[config.mk]
export PLATFORM = sky130hd
export DESIGN_NAME = serial_add_ctrl_flat
export DESIGN_NICKNAME = d
export VERILOG_FILES = /design/src/rtl/serial_add_ctrl_if.sv /design/src/rtl/serial_add_ctrl.sv /design/src/flat_wrapper.sv
export SDC_FILE = /design/constraint.sdc
export NUM_CORES = 1
export LEC_CHECK = 0
export CORE_MARGIN = 2
export CORE_UTILIZATION = 46
export CTS_CLUSTER_SIZE = 10
export DETAILED_ROUTE_END_ITERATION = 16
export PLACE_DENSITY = 0.74
export SLEW_MARGIN = 15
export SYNTH_ARGS = -nofsm -noshare
export SYNTH_HDL_FRONTEND = slang
export SYNTH_SLANG_ARGS = --single-unit
[constraint.sdc]
create_clock -name clk -period 1.4 [get_ports clk]
set_clock_uncertainty 0.15 [all_clocks]
set_input_delay 0.28 -clock clk [delete_from_list [all_inputs] [get_ports clk]]
set_output_delay 0.28 -clock clk [all_outputs]
set_load 0.05 [all_outputs]
[src/rtl/serial_add_ctrl_if.sv]
// Request/result bundle for the bit-serial adder controller.
interface serial_add_ctrl_if #(
   parameter int unsigned WIDTH = 8
);
   logic             start;
   logic [WIDTH-1:0] a;
   logic [WIDTH-1:0] b;
   logic             busy;
   logic             done;
   logic [WIDTH-1:0] sum;
   logic             carry;

   // Requester side drives operands and start, observes status and result.
   modport master (
      output start, a, b,
      input  busy, done, sum, carry
   );

   // Adder side accepts operands and presents status and result.
   modport slave (
      input  start, a, b,
      output busy, done, sum, carry
   );
endinterface

[src/rtl/serial_add_ctrl.sv]
// Bit-serial adder: one full-adder cell (two half adders + OR) sequenced
// LSB first over WIDTH clocks, with a registered sum/carry and a done pulse.

// Single-bit half adder cell.
module half_adder (
   input  logic x,
   input  logic y,
   output logic s,
   output logic c
);
   // Sum and carry of two bits.
   assign s = x ^ y;
   assign c = x & y;
endmodule

module serial_add_ctrl #(
   parameter int unsigned WIDTH = 8
) (
   input  logic             clk,
   input  logic             rst_n,
   serial_add_ctrl_if.slave bus
);
   localparam int unsigned     CNT_W = (WIDTH > 1) ? $clog2(WIDTH) : 1;
   localparam logic [CNT_W-1:0] LAST  = CNT_W'(WIDTH - 1);

   typedef enum logic [1:0] {
      IDLE = 2'd0,
      RUN  = 2'd1,
      DONE = 2'd2
   } state_t;

   state_t           state;
   logic [WIDTH-1:0] a_sh;
   logic [WIDTH-1:0] b_sh;
   // Upper WIDTH-1 bits of the result shift register; the bit that would sit
   // in position 0 only matters on the final edge, where r_nxt supplies it.
   logic [WIDTH-2:0] r_sh;
   logic             c_reg;
   logic [CNT_W-1:0] cnt;

   logic             busy_q;
   logic             done_q;
   logic [WIDTH-1:0] sum_q;
   logic             carry_q;

   logic             ha0_s;
   logic             ha0_c;
   logic             ha1_s;
   logic             ha1_c;
   logic             bit_res;
   logic             carry_nxt;
   logic [WIDTH-1:0] r_nxt;

   // Full-adder cell: operand bits first, then the stored carry.
   half_adder u_ha0 (.x(a_sh[0]), .y(b_sh[0]), .s(ha0_s), .c(ha0_c));
   half_adder u_ha1 (.x(ha0_s),   .y(c_reg),   .s(ha1_s), .c(ha1_c));

   // Bit result, carry into the next bit, and the shifted result word.
   assign bit_res   = ha1_s;
   assign carry_nxt = ha0_c | ha1_c;
   assign r_nxt     = {bit_res, r_sh};

   // Control FSM, operand/result shifters and registered outputs.
   always_ff @(posedge clk or negedge rst_n) begin
      if (!rst_n) begin
         state   <= IDLE;
         a_sh    <= '0;
         b_sh    <= '0;
         r_sh    <= '0;
         c_reg   <= 1'b0;
         cnt     <= '0;
         busy_q  <= 1'b0;
         done_q  <= 1'b0;
         sum_q   <= '0;
         carry_q <= 1'b0;
      end else begin
         done_q <= 1'b0;
         unique case (state)
            IDLE: begin
               busy_q <= 1'b0;
               if (bus.start) begin
                  a_sh   <= bus.a;
                  b_sh   <= bus.b;
                  c_reg  <= 1'b0;
                  cnt    <= '0;
                  busy_q <= 1'b1;
                  state  <= RUN;
               end
            end
            RUN: begin
               r_sh  <= r_nxt[WIDTH-1:1];
               a_sh  <= a_sh >> 1;
               b_sh  <= b_sh >> 1;
               c_reg <= carry_nxt;
               cnt   <= cnt + CNT_W'(1);
               if (cnt == LAST) begin
                  sum_q   <= r_nxt;
                  carry_q <= carry_nxt;
                  busy_q  <= 1'b0;
                  done_q  <= 1'b1;
                  state   <= DONE;
               end
            end
            DONE: begin
               busy_q <= 1'b0;
               state  <= IDLE;
            end
            default: begin
               busy_q <= 1'b0;
               state  <= IDLE;
            end
         endcase
      end
   end

   // Drive the result bundle from the registered outputs.
   assign bus.busy  = busy_q;
   assign bus.done  = done_q;
   assign bus.sum   = sum_q;
   assign bus.carry = carry_q;
endmodule

[src/flat_wrapper.sv]
// flat-port wrapper written by rule: the top's interface ports become plain ports
module serial_add_ctrl_flat 
#(
   parameter int unsigned WIDTH = 8
)
  (clk, rst_n, bus_start, bus_a, bus_b, bus_busy, bus_done, bus_sum, bus_carry);
  serial_add_ctrl_if #(.WIDTH(WIDTH)) bus_i ();
  input  logic clk;
  input  logic rst_n;
  input wire logic [$bits(bus_i.start)-1:0] bus_start;
  input wire logic [$bits(bus_i.a)-1:0] bus_a;
  input wire logic [$bits(bus_i.b)-1:0] bus_b;
  output wire logic [$bits(bus_i.busy)-1:0] bus_busy;
  output wire logic [$bits(bus_i.done)-1:0] bus_done;
  output wire logic [$bits(bus_i.sum)-1:0] bus_sum;
  output wire logic [$bits(bus_i.carry)-1:0] bus_carry;
  assign bus_i.start = bus_start;
  assign bus_i.a = bus_a;
  assign bus_i.b = bus_b;
  assign bus_busy = bus_i.busy;
  assign bus_done = bus_i.done;
  assign bus_sum = bus_i.sum;
  assign bus_carry = bus_i.carry;
  serial_add_ctrl #(.WIDTH(WIDTH)) u_core (.clk(clk), .rst_n(rst_n), .bus(bus_i));
endmodule
; ---- Word-level counts from Yosys, hierarchy flattened
; Index checks and enable logic that the tools add are counted.
[totals]
register_bits = 40
latchBits = 0
ram_bits = 0
rom_bits = 0
inputBits = 19
output_inout_bits = 11
wordCells = 41
mem_count = 0
[classes]
add_sub_neg = 1
multipliers = 0
div_mod_pow = 0
n_lt_le_gt_ge = 0
n_eq_ne = 4
shift = 0
muxes = 16
n_bitwise = 5
reduce_logical = 5
[op_table]
columns = cell, n
row1 = $pmux W8 S2, 2
row2 = $mux W8, 2
row3 = $pmux W3 S2, 1
row4 = $reduce_and A2 Y1, 3
row5 = $mux W1, 5
row6 = $mux W2, 2
row7 = $pmux W1 S2, 2
row8 = $pmux W2 S2, 1
row9 = $add A3 B1 Y3 const B, 1
row10 = $eq A3 B3 Y1 const B, 1
row11 = $mux W3, 1
row12 = $and A1 B1 Y1, 2
row13 = $eq A2 B1 Y1 const B, 1
row14 = $logic_not A2 Y1, 1
row15 = $ne A2 B1 Y1 const B, 1
row16 = $ne A2 B2 Y1 const B, 1
row17 = $reduce_bool A2 Y1, 1
row18 = $xor A1 B1 Y1, 2
row19 = $or A1 B1 Y1, 1

; ---- Longest topological paths before layout
[depth]
word_depth = 4
depth_mapped = 5
ltp_nobuf = 5

; ---- By module
; A second synthesis with hierarchy kept.
[unflattened]
cells_unflattened = 146
area_unflattened_um2 = 1739.2
[by_module_without_submodules]
columns = module, instances, cells_each, area_per_inst_um2, seq_area_each_um2
row1 = serial_add_ctrl, 1, 144, 1714.1, 1001.0
row2 = half_adder, 2, 1, 12.5, 0.0

; ---- Least setup slack after synthesis
; No wires, ideal clock.
[synth_path]
path_type = flip-flop to flip-flop
start = register u_core.cnt[0]
end = register u_core.carry_q (netlist: u_core.bus.carry)
setup_time_ns = 0.125
arrival_time_ns = 1.198
required_time_ns = 1.125
path_slack_ns = -0.073
path_stages_with_launch = 5
n_path_buf = 0
path_cell_list = dfrtp_1 -> ha_1 -> ha_1 -> nand2_4 -> mux2_2
[synth_between]
elab_chain_len = 2
[synth_lines]
columns = element, line
row1 = from (decl), serial_add_ctrl.sv:39  ; logic [CNT_W-1:0] cnt;
row2 = from (signal assigned), serial_add_ctrl.sv:95  ; cnt <= cnt + CNT_W'(1);
row3 = $eq A3 B3 Y1, serial_add_ctrl.sv:96  ; if (cnt == LAST) begin
row4 = $reduce_and A2 Y1 (no line), -
row5 = to (signal assigned), serial_add_ctrl.sv:98  ; carry_q <= carry_nxt;
row6 = to (decl), serial_add_ctrl.sv:44  ; logic carry_q;
; Every way passes these cells.
; A chain may end at the register's enable or synchronous reset.

; ---- Worst setup path after layout
[layout_path]
start = register u_core.cnt[0]
end = register u_core.sum_q[6] (netlist: u_core.bus.sum[6])
[layout_between]
elab_chain_len = 2
[layout_lines]
columns = element, line
row1 = $eq A3 B3 Y1, serial_add_ctrl.sv:96
row2 = $reduce_and A2 Y1 (no line), -
row3 = to (signal assigned), serial_add_ctrl.sv:97  ; sum_q <= r_nxt;
row4 = to (decl), serial_add_ctrl.sv:43  ; logic [WIDTH-1:0] sum_q;
; Every way passes these cells.

==> results.sh <==
export IMPL_fillerInstances=275
export IMPL_path_buf_inv=1
export IMPL_clock_latency_ns=0.30
export IMPL_die_w_um=65.3
export IMPL_gp_congestion=0.770
export IMPL_portBuffers=29
export IMPL_reg2reg_slack_ns=-0.06
export IMPL_dieArea_mm2=0.00427
export IMPL_syn_avg_cell_area_um2=11.5
export IMPL_final_setup_worst_slack_ns=-0.0611
export IMPL_worstSetupPathType="reg -> reg"
export IMPL_slew_violations=0
export IMPL_cp_data_required_time_ns=1.44
export IMPL_synth_seq_cells=40
export IMPL_reg2reg_depth=5
export IMPL_slowest_delay_ns=0.37
export IMPL_rsz0062_at_grt="yes"
export IMPL_stdcell_area_mm2=0.00252
export IMPL_cts_clk_slew_worst_paths_ns=0.08
export IMPL_final_cells=249
export IMPL_viasPerCell=5.32
export IMPL_drive_gt1_share_pct=33.8
export IMPL_cp_arrival_ns=1.50
export IMPL_min_period_ns=1.46
export IMPL_htreeDepth=2
export IMPL_ys_seq_area_share_pct=57.8
export IMPL_grt_antenna_before_repair=0
export IMPL_p_leak_nw=1.17
export IMPL_grt_pass1_vias=1329
export IMPL_reg2reg_from="u_core.cnt[0]"
export IMPL_crit_slowest_cell="dfrtp_1"
export IMPL_hold_path_class="in -> async"
export IMPL_timing_final_crit_share_pct=104
export IMPL_relSlewSlack_pct=73.0
export IMPL_powerDensity_mw_per_mm2=2410
export IMPL_violations="negative setup slack"
export IMPL_syn_inst=150
export IMPL_r2r_end="u_core.bus.sum[6]"
export IMPL_cp_max_fo=7
export IMPL_overflow=0
export IMPL_dr_first_iter_drc_count=76
export IMPL_fin_util_pct=69.4
export IMPL_p_total_mw=6.07
export IMPL_cts_buffer_depth=2
export IMPL_fmax_ghz=0.684
export IMPL_placedCellCount=236
export IMPL_status="finished with violations"
export IMPL_cts_made_buffers=5
export IMPL_routed_wl_um=3840
export IMPL_dieHeight_um=65.3
export IMPL_cts_tree="yes"
export IMPL_path_cells="ha_2 -> ha_4 -> nand2_8 -> inv_8 -> mux2_2"
export IMPL_start_util_pct=47.6
export IMPL_core_mm2=0.00363
export IMPL_dr_total_vias=1324
export IMPL_num_antenna_cells=0
export IMPL_dp_final_hpwl_um=2720
export IMPL_drc_errors=0
export IMPL_rows=22
export IMPL_finalHoldViolCount=0
export IMPL_pin_count=30
export IMPL_placed_cell_area_mm2=0.00231
export IMPL_start_kind="register"
export IMPL_setup_viol=11
export IMPL_postRouteAntennaNets=0
export IMPL_post_drt_wl_per_cell_um=15.4
export IMPL_dr_pass1_iters=4
export IMPL_final_common_cell="dfrtp_1"
export IMPL_endpoint_kind="register"
export IMPL_crit_family="flip-flops"
export IMPL_grt_pass1_wl_um=6290
export IMPL_max_cap_violations=0
export IMPL_yosysWarnings=0
export IMPL_yosysUniqueCellTypes=30
export IMPL_grt_max_degree=27
export IMPL_cts_root_buffer="clkbuf_8"
export IMPL_numClockSinks=40
export IMPL_syn_nets=172
export IMPL_final_cell_mix="dfrtp_1, nand2_1, buf_4, clkdlybuf4s50_1, buf_12"
export IMPL_vdd_ir_drop_max_v=0.00127
export IMPL_nets=222
export IMPL_grtUsageTotal_pct=19.5
export IMPL_syn_area_mm2=0.00173
export IMPL_syn2layout_area_growth_pct=45.8
export IMPL_tightestPinTransition_ns=0.404
## metrics by stage
stage	setup TNS, ns	hold WS, ns	setup WS (ns)
after floorplan	-0.0549	-0.166	-0.00912
after global placement	-5.10	0.0600	-0.264
after detailed placement	-6.62	0.0816	-0.344
after CTS	-0.531	0.301	-0.0628
after global routing	-1.07	0.316	-0.103
final	-0.504	0.290	-0.0611
## cells in the mapped netlist
| library cell | count | area share (%) |
|---|---|---|
| nand2_1 | 27 | 5.9 |
| nor2_1 | 2 | 0.43 |
| buf_1 | 1 | 0.22 |
| a2bb2oi_1 | 5 | 2.5 |
| a21oi_1 | 2 | 0.58 |
| ha_1 | 2 | 1.4 |
| nand3b_1 | 7 | 3.0 |
| inv_4 | 1 | 0.36 |
| nand3_1 | 3 | 0.87 |
| nor2_2 | 1 | 0.36 |
| dfrtp_1 | 40 | 58 |
| clkbuf_1 | 1 | 0.22 |
| buf_6 | 1 | 0.65 |
| nor2b_4 | 1 | 0.80 |
| fa_1 | 1 | 1.2 |
| inv_1 | 6 | 1.3 |
| a22oi_1 | 3 | 1.3 |
| a211oi_1 | 3 | 1.3 |
| o221a_2 | 3 | 2.0 |
| nand2b_1 | 2 | 0.72 |
| nor3b_1 | 3 | 1.3 |
| a22o_1 | 3 | 1.5 |
| o22a_1 | 5 | 2.5 |
| nor2b_1 | 2 | 0.72 |
| nor3_1 | 3 | 0.87 |
| mux2_2 | 9 | 5.9 |
| nand2_4 | 1 | 0.65 |
| o21bai_1 | 1 | 0.43 |
| o21ai_0 | 5 | 1.4 |
| buf_2 | 6 | 1.7 |
## worst max path at each step
stage | cells after the start | startpoint | end
6_report | 5 | u_core.cnt[0] | u_core.bus.sum[6]
5_1_grt | 5 | u_core.cnt[0] | u_core.bus.sum[6]
4_1_cts | 2 | u_core.c_reg | u_core.bus.sum[7]
3_5_place_dp | 3 | bus_start | u_core.b_sh[2]
3_3_place_gp | 3 | bus_start | u_core.b_sh[2]
2_1_floorplan | 5 | u_core.cnt[0] | u_core.bus.sum[0]
## layout make-up
cell class	count	area (um^2)	share of cell area [%]
Sequential cell	40	1000	39.8
Multi-Input combinational cell	94	706	28.0
Timing Repair Buffer	52	598	23.7
Clock buffer	6	82.6	3.27
Tap cell	48	60.1	2.38
Clock inverter	2	38.8	1.54
Inverter	7	33.8	1.34
## where the power goes
part / total, mW / switching (mW) / leakage (nW) / internal (mW)
clock network: 0.996 / 0.413 / 0.0614 / 0.583
logic: 2.96 / 1.40 / 0.615 / 1.56
registers: 2.12 / 0.425 / 0.491 / 1.69
total: 6.07 / 2.23 / 1.17 / 3.83
## kinds of logic (layout without fill, tap and decap cells)
family          Yosys count  count (layout)  synth area share, %
flops                    40              40                 57.8
mux                       9               9                 5.86
compound gates           30              30                 13.6
simple gates             52              52                 15.6
fa+ha+maj                 3               3                 2.60
buf+inv                  16              67                 4.48
## routing by layer
layer,GRT usage (%),up-vias,part of all wire [%]
li1,-,621,-
met1,24.9,666,44
met2,31.4,33,51
met3,6.34,4,4.2
met4,6.51,0,0.99
met5,0,-,0
## what timing repair did
item / in CTS / in global routing
hold buffers: 1 / 0
hold endpoints to repair: 14 / 0
setup endpoints to repair: 22 / 29
gates resized for setup: 4 / 9
setup buffers: 2 / 2
pin swaps: 1 / 2
Power figures use the tool's default switching activity.
